File: config.mk
export PLATFORM = sky130hd
export DESIGN_NAME = button_conditioner
export DESIGN_NICKNAME = d
export VERILOG_FILES = /design/src/rtl/btn_pkg.sv /design/src/rtl/btn_debounce.sv /design/src/rtl/button_conditioner.sv
export SDC_FILE = /design/constraint.sdc
export NUM_CORES = 1
export LEC_CHECK = 0
export ABC_AREA = 0
export CORE_MARGIN = 5
export CORE_UTILIZATION = 51
export CTS_BUF_LIST = sky130_fd_sc_hd__clkbuf_4 sky130_fd_sc_hd__clkbuf_8
export DETAILED_ROUTE_END_ITERATION = 16
export GPL_TIMING_DRIVEN = 0
export PLACE_DENSITY = 0.72
export SYNTH_ARGS = -nofsm -noshare
export SYNTH_HDL_FRONTEND = slang
export SYNTH_SLANG_ARGS = --single-unit
File: constraint.sdc
create_clock -name clk -period 2.1 [get_ports clk]
set_input_delay 0.315 -clock clk [delete_from_list [all_inputs] [get_ports clk]]
set_output_delay 0.315 -clock clk [all_outputs]
set_load 0.05 [all_outputs]
File: src/rtl/btn_pkg.sv
// Shared definitions for the push-button front end: press FSM state type
// and the default debounce / long-press constants also used by the light top.
package btn_pkg;

    typedef enum logic [1:0] {
        IDLE      = 2'd0,
        PRESSED   = 2'd1,
        LONG_HELD = 2'd2
    } btn_state_t;

    localparam int BTN_DEBOUNCE_DEFAULT = 4;
    localparam int BTN_LONG_DEFAULT     = 16;

endpackage

File: src/rtl/btn_debounce.sv
// Two-flop synchroniser followed by a stable-run debouncer. The debounced
// level only changes after the synchronised input has disagreed with it for
// DEBOUNCE_CYCLES consecutive cycles; shorter glitches are discarded.
module btn_debounce
    import btn_pkg::*;
#(
    parameter int DEBOUNCE_CYCLES = BTN_DEBOUNCE_DEFAULT
) (
    input  logic clk,
    input  logic rst,
    input  logic button_raw,
    output logic held
);

    localparam int CW = $clog2(DEBOUNCE_CYCLES) + 1;
    localparam logic [CW-1:0] LAST = CW'(DEBOUNCE_CYCLES - 1);

    logic          s1;
    logic          s2;
    logic [CW-1:0] cnt;

    // Plain flop pair for metastability settling; nothing sits between them.
    always_ff @(posedge clk or posedge rst) begin
        if (rst) begin
            s1 <= 1'b0;
            s2 <= 1'b0;
        end else begin
            s1 <= button_raw;
            s2 <= s1;
        end
    end

    // Count cycles of disagreement; adopt the new level once the run is long enough.
    always_ff @(posedge clk or posedge rst) begin
        if (rst) begin
            cnt  <= '0;
            held <= 1'b0;
        end else if (s2 == held) begin
            cnt <= '0;
        end else if (cnt == LAST) begin
            held <= s2;
            cnt  <= '0;
        end else begin
            cnt <= cnt + 1'b1;
        end
    end

endmodule

File: src/rtl/button_conditioner.sv
// Push-button conditioner: synchronise and debounce the raw button, then
// classify each press. Short press -> one-cycle `button` pulse; long press
// -> toggle `on_off`. Optional macro BTN_PRESS_COUNT_EN adds an 8-bit
// wrapping count of short presses on port press_count.
module button_conditioner
    import btn_pkg::*;
#(
    parameter int DEBOUNCE_CYCLES   = BTN_DEBOUNCE_DEFAULT,
    parameter int LONG_PRESS_CYCLES = BTN_LONG_DEFAULT
) (
    input  logic       clk,
    input  logic       rst,
    input  logic       button_raw,
    output logic       button,
    output logic       on_off,
`ifdef BTN_PRESS_COUNT_EN
    output logic [7:0] press_count,
`endif
    output logic       held
);

    localparam int HW = $clog2(LONG_PRESS_CYCLES) + 1;
    localparam logic [HW-1:0] LIM = HW'(LONG_PRESS_CYCLES - 1);

    btn_state_t    state;
    logic [HW-1:0] hcnt;

    btn_debounce #(
        .DEBOUNCE_CYCLES(DEBOUNCE_CYCLES)
    ) u_debounce (
        .clk        (clk),
        .rst        (rst),
        .button_raw (button_raw),
        .held       (held)
    );

    // Press classifier; release is checked before the long threshold so a
    // release on the threshold edge still counts as a short press.
    always_ff @(posedge clk or posedge rst) begin
        if (rst) begin
            state  <= IDLE;
            hcnt   <= '0;
            button <= 1'b0;
            on_off <= 1'b0;
        end else begin
            button <= 1'b0;
            case (state)
                IDLE: begin
                    if (held) begin
                        state <= PRESSED;
                        hcnt  <= '0;
                    end
                end
                PRESSED: begin
                    if (!held) begin
                        state  <= IDLE;
                        button <= 1'b1;
                    end else if (hcnt + 1'b1 >= LIM) begin
                        state  <= LONG_HELD;
                        hcnt   <= LIM;
                        on_off <= ~on_off;
                    end else begin
                        hcnt <= hcnt + 1'b1;
                    end
                end
                LONG_HELD: begin
                    if (!held) state <= IDLE;
                end
                default: state <= IDLE;
            endcase
        end
    end

`ifdef BTN_PRESS_COUNT_EN
    // Bump the short-press count on the same edge that raises `button`.
    always_ff @(posedge clk or posedge rst) begin
        if (rst)                         press_count <= '0;
        else if (state == PRESSED && !held) press_count <= press_count + 8'd1;
    end
`endif

endmodule

# --- Word-level counts from Yosys, hierarchy flattened ---
# Index checks and enable logic that the tools add are counted.
op_classes:
  add_sub_neg: 2
  order_cmp: 1
  n_mux: 13
  bitwise_logic: 2
  reduce_logical: 6
  n_eq_ne: 8
ops:
  columns: ["operator", "count"]
  rows:
  - ["$mux W5", 3]
  - ["$pmux W5 S2", 1]
  - ["$reduce_and A3 Y1", 3]
  - ["$mux W2", 4]
  - ["$mux W3", 2]
  - ["$pmux W2 S3", 1]
  - ["$add A5 B1 Y5 const B", 1]
  - ["$ge A5 B4 Y1 const B", 1]
  - ["$ne A2 B1 Y1 const B", 2]
  - ["$add A3 B1 Y3 const B", 1]
  - ["$eq A3 B2 Y1 const B", 1]
  - ["$ne A3 B3 Y1 const B", 1]
  - ["$eq A2 B1 Y1 const B", 1]
  - ["$eq A2 B2 Y1 const B", 1]
  - ["$logic_not A2 Y1", 1]
  - ["$mux W1", 2]
  - ["$ne A2 B2 Y1 const B", 1]
  - ["$not A1 Y1", 2]
  - ["$reduce_and A2 Y1", 1]
  - ["$reduce_bool A2 Y1", 1]
  - ["$eq A1 B1 Y1", 1]
word_totals:
  output_inout_bits: 3
  elab_cells: 40
  reg_bits: 15
  inputBits: 3

# --- Depth between registers and ports, before layout ---
logic_depth:
  depth_word: 5
  depth_mapped: 6

# --- Hierarchy ---
# From an unflattened synthesis, not the netlist that was laid out.
hier_totals:
  cells_unflattened: 60
  hier_area_um2: 696.9
by_module_without_submodules:
  columns: ["module", "instances", "area_each_um2", "cells_each"]
  rows:
  - ["button_conditioner", 1, 476.7, 46]
  - ["btn_debounce", 1, 220.2, 14]

# --- Worst setup path after synthesis ---
# Ideal clock, no wire load.
synth_path:
  kind: "register to register"
  start: "register u_debounce.held"
  end: "register on_off"
  required_time_ps: 1961
  path_stages_with_launch: 6
  arrival_ps: 1646
  slack_ps: 315
  cell_sequence: "dfrtp_1 nand2b_1 buf_2 a2111oi_2 a21bo_2 xnor2_2"
synth_via:
  elab_chain_len: 1
synth_rtl:
  columns: ["element", "line", "rtl"]
  rows:
  - ["start: declaration", "btn_debounce.sv:12", "output logic held"]
  - ["start signal: assignment", "btn_debounce.sv:37", "held <= 1'b0;"]
  - ["start signal: assignment", "btn_debounce.sv:41", "held <= s2;"]
  - ["$reduce_and A3 Y1 (no line)", null, null]
  - ["end signal: assignment", "button_conditioner.sv:61", "on_off <= ~on_off;"]
  - ["end: declaration", "button_conditioner.sv:15", "output logic on_off,"]
# Every way passes these cells.
# A chain may end at the register's enable or synchronous reset.

# --- Final worst setup path ---
layout_path:
  start: "register hcnt[0]"
  end: "register on_off"
layout_via:
  elab_chain_len: 3
layout_rtl:
  columns: ["element", "line", "rtl"]
  rows:
  - ["start: declaration", "button_conditioner.sv:26", "logic [HW-1:0] hcnt;"]
  - ["start signal: assignment", "button_conditioner.sv:63", "hcnt <= hcnt + 1'b1;"]
  - ["$add A5 B1 Y5", "button_conditioner.sv:58", "end else if (hcnt + 1'b1 >= LIM) begin"]
  - ["$ge A5 B4 Y1", "button_conditioner.sv:58", null]
  - ["$reduce_and A3 Y1 (no line)", null, null]
# Every way passes these cells.

==> out/qor.yml <==
outcome:
  status: "complete, no violations"
logic_synthesis:
  yosysWarningCount: 0
  netlist_area_um2: 671.9
  synth_ff_type: "dfrtp_1"
  async_flop_share_pct: 100.0
  syn_nets: 62
  syn_inst: 56
  seq_area_frac_synth_pct: 55.87
  synth_edf_count: 0
  syn_avg_cell_area_um2: 12.00
  synth_seq_cells: 15
  synth_cell_types: 27
drt:
  ant_nets: 0
  avgRoutedWirePerCell_um: 12.91
  wirelength_mm: 1.033
  avgViaCountPerCell: 5.325
  dr_total_vias: 426
  maxUsedRoutingLayer: "met3"
  drt_iter0_drc: 7
  met3_length_um: 36
  routed-wl-met2_um: 502
  wl_met1_um: 494
  firstDrtPassIters: 4
  drc: 0
critical_path:
  rr_worst_depth: 5
  worstPathArrival_ps: 2020
  crit_start: "hcnt[0]$_DFFE_PP0P_"
  regToRegSetupSlack_ps: 240
  crit_required_ps: 2260
  critPathLaunchType: "flip-flop"
  crit_type: "flip-flop to flip-flop"
  r2r-end: "on_off$_DFFE_PP0P_"
  r2r_start: "hcnt[0]$_DFFE_PP0P_"
  crit_path_end: "on_off$_DFFE_PP0P_"
  end_kind: "flip-flop"
  crit_fanout: 7
global_routing:
  gr-usage-all-layers_pct: 12.78
  antenna_found_initial: 0
  grt_pass1_wl_mm: 1.925
  grt-ovfl-total: 0
  grt_pass1_vias: 447
  grt_max_degree: 16
sta:
  max_slew_margin_pct: 63.77
  fmax_mhz: 537.6
  fin_crit_sh_pct: 88.58
  layout_min_cycle_time_ps: 1860
  holdWs_ps: 384.5
  finClkSkew_ps: 0.9237
  worst_pin_slew_ps: 542.8
  setup_tns_ps: 0
  slew_viol_final: 0
  finalHoldViolCount: 0
  finalSetupViolations: 0
  timing.final.ws_setup_ps: 239.7
  grt_setup_unrepaired: "false"
final_layout:
  diodes: 0
  num-nets-final: 72
  fin_util_pct: 60.75
  final_cell_count_no_fill: 80
  drive_gt1_share_pct: 13.85
  fin_area_um2: 770.7
  synthToLayoutAreaGrowth_pct: 14.71
cts:
  cts_buffer_depth: 2
  clk_latency_ps: 260
  htree_num_levels: 1
  cts.repair.resized: 0
  cts_buffers: 3
  cts_setup_buffers: 0
  cts_tree: "done"
  clock-sinks: 15
  path_clk_slew_ps: 80
  holdBufCountCts: 0
  root_buffer: "clkbuf_4"
placed_design:
  place_hpwl_um: 777.9
  gp_congestion: 0.7612
  place_area_um2: 740.7
  preCtsSetupSlack_ps: 259.9
  dp.cells: 76
  port_buffers: 5
floorplan:
  start_util_pct: 52.96
  dieHeight_um: 46.30
  die_w_um: 46.30
  dieArea_um2: 2143
  coreArea_um2: 1269
  num_rows: 13
  ios: 6
job:
  maxCapViolations: 0
power_and_ir_drop:
  power_frac_seq_pct: 46.9
  power_density_nw_per_um2: 1145
  power.leakage_nw: 0.3805
  p_sw_share_pct: 36.79
  switching_power_uw: 324.7
  power_frac_comb_pct: 34.5
  irDropWorstVdd_mv: 0.6987
  power.clock.fraction_pct: 18.6
  p_int_uw: 557.9
  total_power_uw: 882.6
hold_path:
  hold_path_class: "input port to asynchronous set/reset pin"
power groups by stage:
stage          clock (mW)  combinational (mW)  sequential, mW
5_1_grt             0.189               0.347           0.425
3_3_place_gp            0               0.304           0.416
6_report            0.164               0.305           0.414
4_1_cts             0.172               0.308           0.414
3_5_place_dp            0               0.308           0.420
2_1_floorplan           0               0.166           0.473
Yosys cell counts, types with 2 or more instances:
library cell | instances | share of area (%)
xor2_1 | 2 | 2.6
a21o_1 | 2 | 2.2
nand3_1 | 2 | 1.5
nor3b_1 | 2 | 2.2
nor2_1 | 2 | 1.1
inv_1 | 3 | 1.7
xnor2_1 | 2 | 2.6
ha_1 | 3 | 5.6
nor3_1 | 2 | 1.5
nand2_1 | 4 | 2.2
dfrtp_1 | 15 | 56
o21ai_0 | 2 | 1.5
placed cells by master, fill, tap and decap left out, drive strengths merged, types with 3 or more instances in the layout:
master	netlist	final
inv	3	3
clkbuf	0	4
clkdlybuf4s50	0	5
ha	3	3
nand2	4	4
xnor2	3	3
dfrtp	15	15
layout make-up:
cell class | count | area, µm²
well taps | 15 | 18.77
inverters | 3 | 11.26
plain buffers | 1 | 5.005
fillers | 98 | 498.0
clock buffers | 4 | 30.03
flip-flops and latches | 15 | 375.4
multi-input cells | 37 | 280.3
repair buffers | 5 | 50.05
worst min path at each step:
stage | startpoint | end | slack [ps] | cells after the start
2_1_floorplan | rst | button$_DFF_PP0_ | 220 | 1
3_5_place_dp | u_debounce.s1$_DFF_PP0_ | u_debounce.s2$_DFF_PP0_ | 370 | 0
5_1_grt | u_debounce.s1$_DFF_PP0_ | u_debounce.s2$_DFF_PP0_ | 410 | 0
6_report | rst | state[1]$_DFFE_PP0P_ | 380 | 2
3_3_place_gp | u_debounce.s1$_DFF_PP0_ | u_debounce.s2$_DFF_PP0_ | 340 | 0
4_1_cts | u_debounce.s1$_DFF_PP0_ | u_debounce.s2$_DFF_PP0_ | 390 | 0
sequential cells by signal, indices dropped and copies added, names as in the netlist:
| register | flops |
|---|---|
| hcnt | 5 |
| u_debounce.cnt | 3 |
| state | 2 |
| button | 1 |
| on_off | 1 |
| u_debounce.held | 1 |
| u_debounce.s1 | 1 |
| u_debounce.s2 | 1 |
metal layers:
layer | track usage [%] | up-vias
met3 | 2.734 | 0
met4 | 3.409 | 0
li1 | - | 217
met2 | 21.43 | 4
met1 | 16.54 | 205
met5 | 0 | -
logic make-up after synthesis:
logic type / after synthesis / share of synthesized area (%)
buffers and inverters: 4 / 2.420
xor gates and xnor gates: 5 / 7.637
AOI/OAI and AO/OA: 12 / 14.15
and+or+nand+nor: 16 / 12.66
adders and majority gates: 3 / 5.587
DFF: 15 / 55.87
muxes: 1 / 1.676
critical path, cell delays in order (launching register included):
cell and delay [ps]:
dfrtp_1 450, ha_1 310, xnor2_1 180, a2111oi_2 360, a21bo_2 310, xnor2_2 130
Note: power is estimated with default switching activity, not from simulation.
==> variant (config.mk and constraints unchanged) <==
Set the package constant `BTN_DEBOUNCE_DEFAULT` to 8 (it was 4).
--- a/src/rtl/btn_pkg.sv
+++ b/src/rtl/btn_pkg.sv
@@ -10,3 +10,3 @@
 
-    localparam int BTN_DEBOUNCE_DEFAULT = 4;
+    localparam int BTN_DEBOUNCE_DEFAULT = 8;
     localparam int BTN_LONG_DEFAULT     = 16;
Function: changed (a bounded check fails within 10 cycles, from zero or initial values and one cycle with rst high).
==> variant against the original RTL <==
- via count rose by 19%
- sequential share of layout area fell by 0.87 points
- register-to-register slack improved by 0.05 ns
- first-iteration DRC count rose by 43%
- synthesized cell count rose by 18%
- sequential cell count rose by 1
- power fell by 3.9%
- area after synthesis rose by 8.9%
- setup slack got worse by 0.027 ns
- non-clock buffer count did not move
- die area rose by 7.0%
- final area rose by 8.6%
- wire length rose by 13%
- critical path type is now flop to primary output
==> variant: results (changes against the original RTL) <==
Status
  – Outcome: finished clean

Synthesis
  – Multiplexer area fraction after synthesis: 1.54% (-0.14 points)
  – Post-synth cell types: 26 (-3.7%)
  – Seq/Total Area, Yosys: 54.7% (-1.2 points)
  – Post-synth top cells: dfrtp_1 (16), nor2_1 (6), nand2_1 (4), xnor2_1 (4)
  – Area contributors post-synth: dfrtp_1 (55%), ha_1 (5.1%), xnor2_1 (4.8%), nor2_1 (3.1%), o311ai_0 (2.4%)
  – Synth Net Count: 72 (+16%)
  – Post-synthesis compound-gate area fraction: 14.9% (+0.72 points)

Timing
  – Slew @ Worst Pin: 0.582 ns (+0.0391 ns)
  – Layout Skew: 0.00439 ns (+0.00347 ns)
  – Hold Slack: 0.362 ns (-0.0224 ns)

Critical path
  – Crit Path Max Fanout: 6 (-1)
  – Family with the most delay on the worst path: buffers and inverters
  – Reg2Reg Setup Slack: 0.29 ns (+0.05 ns)
  – Critical path's largest stage delay: 0.84 ns (+0.39 ns)
  – Slowest-stage cell, CP: clkdlybuf4s50_1
  – Arr. time, crit path: 1.57 ns (-0.45 ns)

Cells and area
  – Layout Nets: 82 (+14%)
  – Share of layout cells above drive strength 1: 6.67% (-7.2 points)

Min path
  – HP Class: flop to flop

Power and ir drop
  – Clock network power share: 23.6% (+5.0 points)
  – Net switching power: 0.000294 W (-9.5%)
  – Power Sequential: 0.000410 W (-1%)
  – Worst VDD drop: 0.000549 V (-21%)
  – Pleak: 0.390 nW (+2.4%)
  – Flop pwr share: 48.3% (+1.4 points)

GRT
  – Met3 Use GR: 5.64% (+2.9 points)
  – M2 GR Usage: 20.3% (-1.1 points)
  – First-pass GRT wire length: 2090 um (+8.6%)
  – Vias in the first global route: 467 (+4.5%)
  – Largest net degree at the start of global routing: 17 (+1)
  – M1 GR Usage: 17.9% (+1.3 points)

Detailed routing
  – Met2 wire len: 527 um (+5.0%)
  – Final WL: 1160 um (+13%)
  – Post-Route M1 WL: 579 um (+17%)
  – DR WL/cell: 12.9 um (about the same)
  – Uppermost layer routed: met4

Clock network
  – Post-CTS Setup Inserts: 0 (unchanged)
  – Clk_lat worst skew: 0.28 ns (+0.02 ns)

Place
  – Detail Placement HPWL: 841 um (+8.1%)
  – Placed instance area: 801 um^2 (+8.1%)
variant: worst reg2reg max path: stages (launching register included):
cell      delay, ns
dfrtp_1        0.45
ha_1           0.30
xnor2_1        0.17
a21o_1         0.20
a2111o_1       0.44
xnor2_1        0.15
variant: how the worst max path moves through the flow:
stage	depth (start not counted)	end	slack [ns]	start
after detailed placement	5	on_off$_DFFE_PP0P_	0.30	hcnt[0]$_DFFE_PP0P_
after global placement	5	on_off$_DFFE_PP0P_	0.34	hcnt[0]$_DFFE_PP0P_
after global routing	1	held	0.15	u_debounce.held$_DFFE_PP0P_
after CTS	1	held	0.19	u_debounce.held$_DFFE_PP0P_
final	1	held	0.21	u_debounce.held$_DFFE_PP0P_
after floorplan	5	on_off$_DFFE_PP0P_	0.41	hcnt[0]$_DFFE_PP0P_
variant: area by class of cell:
type,count,area [um^2]
repair buffers,5,50.0
plain buffers,1,3.75
clock buffers,4,36.3
flip-flops and latches,16,400
fillers,124,497
well taps,15,18.8
inverters,3,11.3
multi-input cells,46,317
